==> src/rtl/fpu8_op_sequencer.sv <==
// fpu8_op_sequencer
// Issue/sequencing stage in front of the 8-bit FP datapath (s|eeee|mmm, bias 7).
// It accepts one request at a time, screens the registered operands for
// illegal ops and FP exceptions, dispatches legal requests to the multi-cycle
// core, and returns a result plus a status code through a valid/ready handshake.
module fpu8_op_sequencer #(
  parameter int CORE_TIMEOUT = 15,
  parameter int CNT_W        = 8
) (
  input  logic             clk,
  input  logic             rst_n,
  input  logic             in_valid,
  output logic             in_ready,
  input  logic [1:0]       in_op,
  input  logic [7:0]       in_a,
  input  logic [7:0]       in_b,
  output logic             core_start,
  output logic [1:0]       core_op,
  output logic [7:0]       core_a,
  output logic [7:0]       core_b,
  input  logic             core_done,
  input  logic [7:0]       core_result,
  output logic             res_valid,
  input  logic             res_ready,
  output logic [7:0]       res_data,
  output logic [1:0]       res_status,
  output logic             busy,
  output logic [CNT_W-1:0] exc_count
);

  typedef enum logic [2:0] {
    ST_IDLE     = 3'd0,
    ST_CHECK    = 3'd1,
    ST_DISPATCH = 3'd2,
    ST_WAIT     = 3'd3,
    ST_RESP     = 3'd4
  } state_t;

  localparam logic [1:0] OP_ADD = 2'b00;
  localparam logic [1:0] OP_SUB = 2'b01;
  localparam logic [1:0] OP_MUL = 2'b10;
  localparam logic [1:0] OP_ILL = 2'b11;

  localparam logic [1:0] ST_OK      = 2'b00;
  localparam logic [1:0] ST_FP_EXC  = 2'b01;
  localparam logic [1:0] ST_ILLEGAL = 2'b10;
  localparam logic [1:0] ST_TIMEOUT = 2'b11;

  localparam logic [7:0] CANON_NAN = 8'h7F;
  localparam logic [7:0] TMO_LIMIT = CORE_TIMEOUT[7:0];

  localparam logic [CNT_W-1:0] CNT_MAX = {CNT_W{1'b1}};
  localparam logic [CNT_W-1:0] CNT_ONE = {{(CNT_W-1){1'b0}}, 1'b1};

  // NaN: exponent all ones with a non-zero mantissa.
  function automatic logic fp_is_nan(input logic [7:0] x);
    return (x[6:3] == 4'hF) && (x[2:0] != 3'd0);
  endfunction

  // Infinity of either sign: exponent all ones, mantissa zero.
  function automatic logic fp_is_inf(input logic [7:0] x);
    return x[6:0] == 7'h78;
  endfunction

  // Zero of either sign.
  function automatic logic fp_is_zero(input logic [7:0] x);
    return x[6:0] == 7'h00;
  endfunction

  // Exception checker: NaN inputs and invalid operations (inf-inf, 0*inf).
  // Subtraction of same-signed infinities is the same invalid case as adding
  // opposite-signed ones.
  function automatic logic fp_exception(input logic [1:0] op,
                                        input logic [7:0] a,
                                        input logic [7:0] b);
    logic both_inf;
    logic exc;
    both_inf = fp_is_inf(a) && fp_is_inf(b);
    exc      = fp_is_nan(a) || fp_is_nan(b);
    case (op)
      OP_ADD:  exc = exc || (both_inf && (a[7] != b[7]));
      OP_SUB:  exc = exc || (both_inf && (a[7] == b[7]));
      OP_MUL:  exc = exc || (fp_is_zero(a) && fp_is_inf(b))
                         || (fp_is_inf(a) && fp_is_zero(b));
      default: exc = exc;
    endcase
    return exc;
  endfunction

  state_t           state_r, state_nxt_s;
  logic [1:0]       core_op_r, core_op_nxt_s;
  logic [7:0]       core_a_r, core_a_nxt_s;
  logic [7:0]       core_b_r, core_b_nxt_s;
  logic             core_start_r, core_start_nxt_s;
  logic [7:0]       res_data_r, res_data_nxt_s;
  logic [1:0]       res_status_r, res_status_nxt_s;
  logic [7:0]       tmo_cnt_r, tmo_cnt_nxt_s;
  logic [CNT_W-1:0] exc_count_r, exc_count_nxt_s;

  // Next-state and next-register values for the sequencer.
  always_comb begin
    state_nxt_s      = state_r;
    core_op_nxt_s    = core_op_r;
    core_a_nxt_s     = core_a_r;
    core_b_nxt_s     = core_b_r;
    core_start_nxt_s = 1'b0;
    res_data_nxt_s   = res_data_r;
    res_status_nxt_s = res_status_r;
    tmo_cnt_nxt_s    = tmo_cnt_r;
    exc_count_nxt_s  = exc_count_r;

    case (state_r)
      ST_IDLE: begin
        if (in_valid) begin
          core_op_nxt_s = in_op;
          core_a_nxt_s  = in_a;
          core_b_nxt_s  = in_b;
          state_nxt_s   = ST_CHECK;
        end else begin
          state_nxt_s   = ST_IDLE;
        end
      end

      ST_CHECK: begin
        // The illegal opcode is reported ahead of any FP exception.
        if (core_op_r == OP_ILL) begin
          res_status_nxt_s = ST_ILLEGAL;
          res_data_nxt_s   = CANON_NAN;
          state_nxt_s      = ST_RESP;
        end else if (fp_exception(core_op_r, core_a_r, core_b_r)) begin
          res_status_nxt_s = ST_FP_EXC;
          res_data_nxt_s   = CANON_NAN;
          state_nxt_s      = ST_RESP;
        end else begin
          core_start_nxt_s = 1'b1;
          state_nxt_s      = ST_DISPATCH;
        end
      end

      ST_DISPATCH: begin
        tmo_cnt_nxt_s = 8'd0;
        state_nxt_s   = ST_WAIT;
      end

      ST_WAIT: begin
        // A done arriving on the timeout edge still delivers the OK result.
        if (core_done) begin
          res_data_nxt_s   = core_result;
          res_status_nxt_s = ST_OK;
          state_nxt_s      = ST_RESP;
        end else if ((tmo_cnt_r + 8'd1) == TMO_LIMIT) begin
          tmo_cnt_nxt_s    = tmo_cnt_r + 8'd1;
          res_data_nxt_s   = CANON_NAN;
          res_status_nxt_s = ST_TIMEOUT;
          state_nxt_s      = ST_RESP;
        end else begin
          tmo_cnt_nxt_s    = tmo_cnt_r + 8'd1;
        end
      end

      ST_RESP: begin
        if (res_ready) begin
          state_nxt_s = ST_IDLE;
          if ((res_status_r != ST_OK) && (exc_count_r != CNT_MAX)) begin
            exc_count_nxt_s = exc_count_r + CNT_ONE;
          end else begin
            exc_count_nxt_s = exc_count_r;
          end
        end else begin
          state_nxt_s = ST_RESP;
        end
      end

      default: begin
        state_nxt_s = ST_IDLE;
      end
    endcase
  end

  // State and datapath registers; reset aborts any request in flight.
  always_ff @(posedge clk or negedge rst_n) begin
    if (!rst_n) begin
      state_r      <= ST_IDLE;
      core_op_r    <= 2'b00;
      core_a_r     <= 8'h00;
      core_b_r     <= 8'h00;
      core_start_r <= 1'b0;
      res_data_r   <= 8'h00;
      res_status_r <= 2'b00;
      tmo_cnt_r    <= 8'd0;
      exc_count_r  <= {CNT_W{1'b0}};
    end else begin
      state_r      <= state_nxt_s;
      core_op_r    <= core_op_nxt_s;
      core_a_r     <= core_a_nxt_s;
      core_b_r     <= core_b_nxt_s;
      core_start_r <= core_start_nxt_s;
      res_data_r   <= res_data_nxt_s;
      res_status_r <= res_status_nxt_s;
      tmo_cnt_r    <= tmo_cnt_nxt_s;
      exc_count_r  <= exc_count_nxt_s;
    end
  end

  assign in_ready   = (state_r == ST_IDLE);
  assign busy       = (state_r != ST_IDLE);
  assign res_valid  = (state_r == ST_RESP);
  assign core_start = core_start_r;
  assign core_op    = core_op_r;
  assign core_a     = core_a_r;
  assign core_b     = core_b_r;
  assign res_data   = res_data_r;
  assign res_status = res_status_r;
  assign exc_count  = exc_count_r;

endmodule

==> config.mk <==
export PLATFORM = sky130hd
export DESIGN_NAME = fpu8_op_sequencer
export DESIGN_NICKNAME = d
export VERILOG_FILES = /design/src/rtl/fpu8_op_sequencer.sv
export SDC_FILE = /design/constraint.sdc
export NUM_CORES = 1
export LEC_CHECK = 0
export ABC_AREA = 1
export CAP_MARGIN = 20
export CORE_UTILIZATION = 47
export CTS_CLUSTER_SIZE = 25
export DETAILED_ROUTE_END_ITERATION = 10
export HOLD_SLACK_MARGIN = 0.05
export PLACE_DENSITY = 0.75
export SLEW_MARGIN = 20
export SYNTH_ARGS = -nofsm -noshare
export SYNTH_HDL_FRONTEND = slang
export SYNTH_SLANG_ARGS = --single-unit
export TNS_END_PERCENT = 100
==> constraint.sdc <==
create_clock -name clk -period 2 [get_ports clk]
set_input_delay 0.3 -clock clk [delete_from_list [all_inputs] [get_ports clk]]
set_output_delay 0.3 -clock clk [all_outputs]
set_load 0.02 [all_outputs]
==> run summary <==
placed insts: 403
post-synthesis net count: 301
Simple-Gate Fraction of Synth Area: 28.6%
WL/cell: 12.8 um
largest family of logic cells by synthesized area: simple AND/OR/NAND/NOR gates
startpoint class of the critical path: register
synth top area cells: dfrtp_1, nand2_1, mux2_2
crit path kind: register to register
Critical Path End Type: register
diode count: 0
largest net degree at the start of global routing: 26
ys async rst share: 100%
Netlist Area Pre-Place: 2460 sq um
Die ar.: 5540 sq um
initial core utilization: 50.5%
Clk pwr share: 12.3%
VDD IR-drop max: 0.000870 V
count of final hold-check violations: 0
Final min period: 1.82 ns
DRC Markers: 0
worst-margin pin slew: 0.549 ns
GPL Wtd Cong: 0.891
Synth top cells by count: nand2_1, dfrtp_1, nor2_1
most numerous cell in the Yosys netlist: nand2_1
RSZ-0062 raised after global routing: false
Final WS setup: 0.176 ns
initial antenna violation count: 0
number of fill cells: 389
critical-path cell list: ha_1 -> nand3_1 -> nor2_1 -> nand4_1 -> nand2_1 -> mux2_2
vias in the first global route: 1930
fraction of layout cells with a size suffix above 1: 14.7%
post-synth top area share: 48.8%
slowest CP cell: dfrtp_1
chip height: 74.4 um
Ys Warns: 0
maxcap violations: 0
Clk Latency, worst-skew pair: 0.30 ns
final worst path period share: 91.2%
Reg clk slew, reported paths: 0.07 ns
Syn Inst Count: 267
final antenna-violating net count: 0
part of the power in registers: 35.3%
clock sinks: 48
via count: 2049
CTS tree: built
Sw Share: 40.7%
leakage power: 1.57 nW
initial DRC count: 73
Comb power frac: 52.4%
I/O pin count: 71
Setup WS pre-CTS: 0.211 ns
Adder-Cell Fraction of Synth Area: 1.52%
Fmax: 548 MHz
CTS buffer count: 5
worst hold path type: register to register
status: finished clean
die width: 74.4 um
first-pass GRT wire length: 8600 um
post-synthesis mux area share: 7.77%
hpwl dp: 4110 um
Switch Pwr: 0.00190 W
Post-Synth XOR/XNOR Area: 2.84%
Hold WS: 0.485 ns
worst endpoint required time: 2.18 ns
CP Buf/Inv Count: 0
final slew viol count: 0
unique cell type count in the Yosys netlist: 38
Max-slew headroom: 63.4%
total wire length: 5280 um
Top FF cell, synth: dfrtp_1
Yosys reg bits: 48
Post-Layout Cell Count: 414
Remaining Overflow, GRT: 0
internal power: 0.00277 W
Core Rows: 25
GRT Util Overall: 20.7%
Longest Clk Path Bufs: 2
syn_area_per_cell: 9.23 sq um
Root Buffer: clkbuf_8
EDFF count, synth: 0
Synth Area in Compound Gates: 4.27%
Initial DRT Pass Iterations: 4
Final #Nets: 380
clock skew: 0.0114 ns
Top delay family on crit path: simple AND/OR/NAND/NOR gates
maximum fanout along the worst path: 5
WP data arrival: 2.00 ns
setup TNS: 0 ns
Seq/Total Area, Yosys: 48.8%
H-tree depth: 2
vias per cell: 4.95
Tot Pwr: 0.00466 W
Final setup viols: 0
Synth-to-Final Area Change: 36.7%
dominant cell type by area after synthesis: dfrtp_1
pwr/cell area: 1390 nW/um^2
Critical Path Max Stage Delay: 0.41 ns
port bufs: 70
core area: 4880 sq um
## routing by layer
metal	up-vias	global-route usage, %	part of all wire [%]
li1	1028	-	-
met1	959	23.7	42
met2	58	36.8	51
met3	4	7.18	6.6
met4	0	5.66	0.55
met5	-	0	0
## path summary, 6_finish.rpt
kind / from / end / slack [ns] / cells after the start
setup reg to reg: exc_count[0]$_DFFE_PN0P_ / exc_count[7]$_DFFE_PN0P_ / 0.18 / 6
hold reg to reg: res_data[5]$_DFFE_PN0P_ / res_data[5]$_DFFE_PN0P_ / 0.49 / 2
max in group asynchronous: rst_n / core_a[4]$_DFFE_PN0P_ / 0.96 / 3
setup / recovery: exc_count[0]$_DFFE_PN0P_ / exc_count[7]$_DFFE_PN0P_ / 0.18 / 6
min in group asynchronous: rst_n / tmo_cnt_r[6]$_DFFE_PN0P_ / 0.51 / 2
hold / removal: res_data[5]$_DFFE_PN0P_ / res_data[5]$_DFFE_PN0P_ / 0.49 / 2
## layout make-up
type / instances / area [sq um] / area share (%)
repair buffers: 78 / 787 / 23.4
clock buffers: 8 / 90.1 / 2.68
well taps: 67 / 83.8 / 2.49
multi-input cells: 189 / 1110 / 33.0
flip-flops and latches: 48 / 1200 / 35.7
inverters: 24 / 95.1 / 2.82
## cell usage in the layout, fill, tap and decap left out, drive strengths merged, types with 2 or more instances in the layout
master / n
nor2: 36
nand2: 69
xnor2: 3
ha: 3
dfrtp: 48
o22ai: 3
xor2: 5
nand4: 13
clkdlybuf4s50: 66
o21ai: 8
nor3: 3
dlymetal6s2s: 2
nand3: 19
mux2: 17
a21oi: 3
buf: 8
inv: 24
clkbuf: 8
## worst reg2reg max path: cells and delay by family (launching register included)
kind | cells | cell delay, ns
simple gates | 4 | 0.73
flops | 1 | 0.41
mux | 1 | 0.36
fa+ha+maj | 1 | 0.21
## timing repair
item / in CTS / in global routing
hold buffers: 1 / 0
endpoints found under the hold margin: 23 / 0
setup endpoints to repair: 1 / 3
resized for setup: 1 / 2
setup buffers: 0 / 2
## cell families after synthesis
group / count (synthesis)
DFF: 48
and+or+nand+nor: 143
buffers and inverters: 30
muxes: 17
AOI/OAI and AO/OA: 18
xor gates and xnor gates: 8
adders and majority gates: 3
## flip-flops by register name, indices dropped and copies added, names as in the netlist
name and flops:
core_a 8, core_b 8, exc_count 8, res_data 8, tmo_cnt_r 8, state_r 3
core_op 2, res_status 2, core_start 1
## power by group through the flow
stage                     combinational [W]  clock, W  sequential [W]
final                               0.00244  0.000574         0.00165
after global routing                0.00268  0.000628         0.00170
after CTS                           0.00245  0.000596         0.00165
after detailed placement            0.00245         0         0.00167
after global placement              0.00241         0         0.00166
after floorplan                     0.00108         0         0.00200
## stage by stage
step	cell area [sq um]	utilization [%]
detailed placement	3250	66.6
CTS	3350	68.6
global route	3370	69.0
floorplan	2460	-
finish	3370	69.0
global placement	3250	66.6
Note: power is estimated with default switching activity, not from simulation.
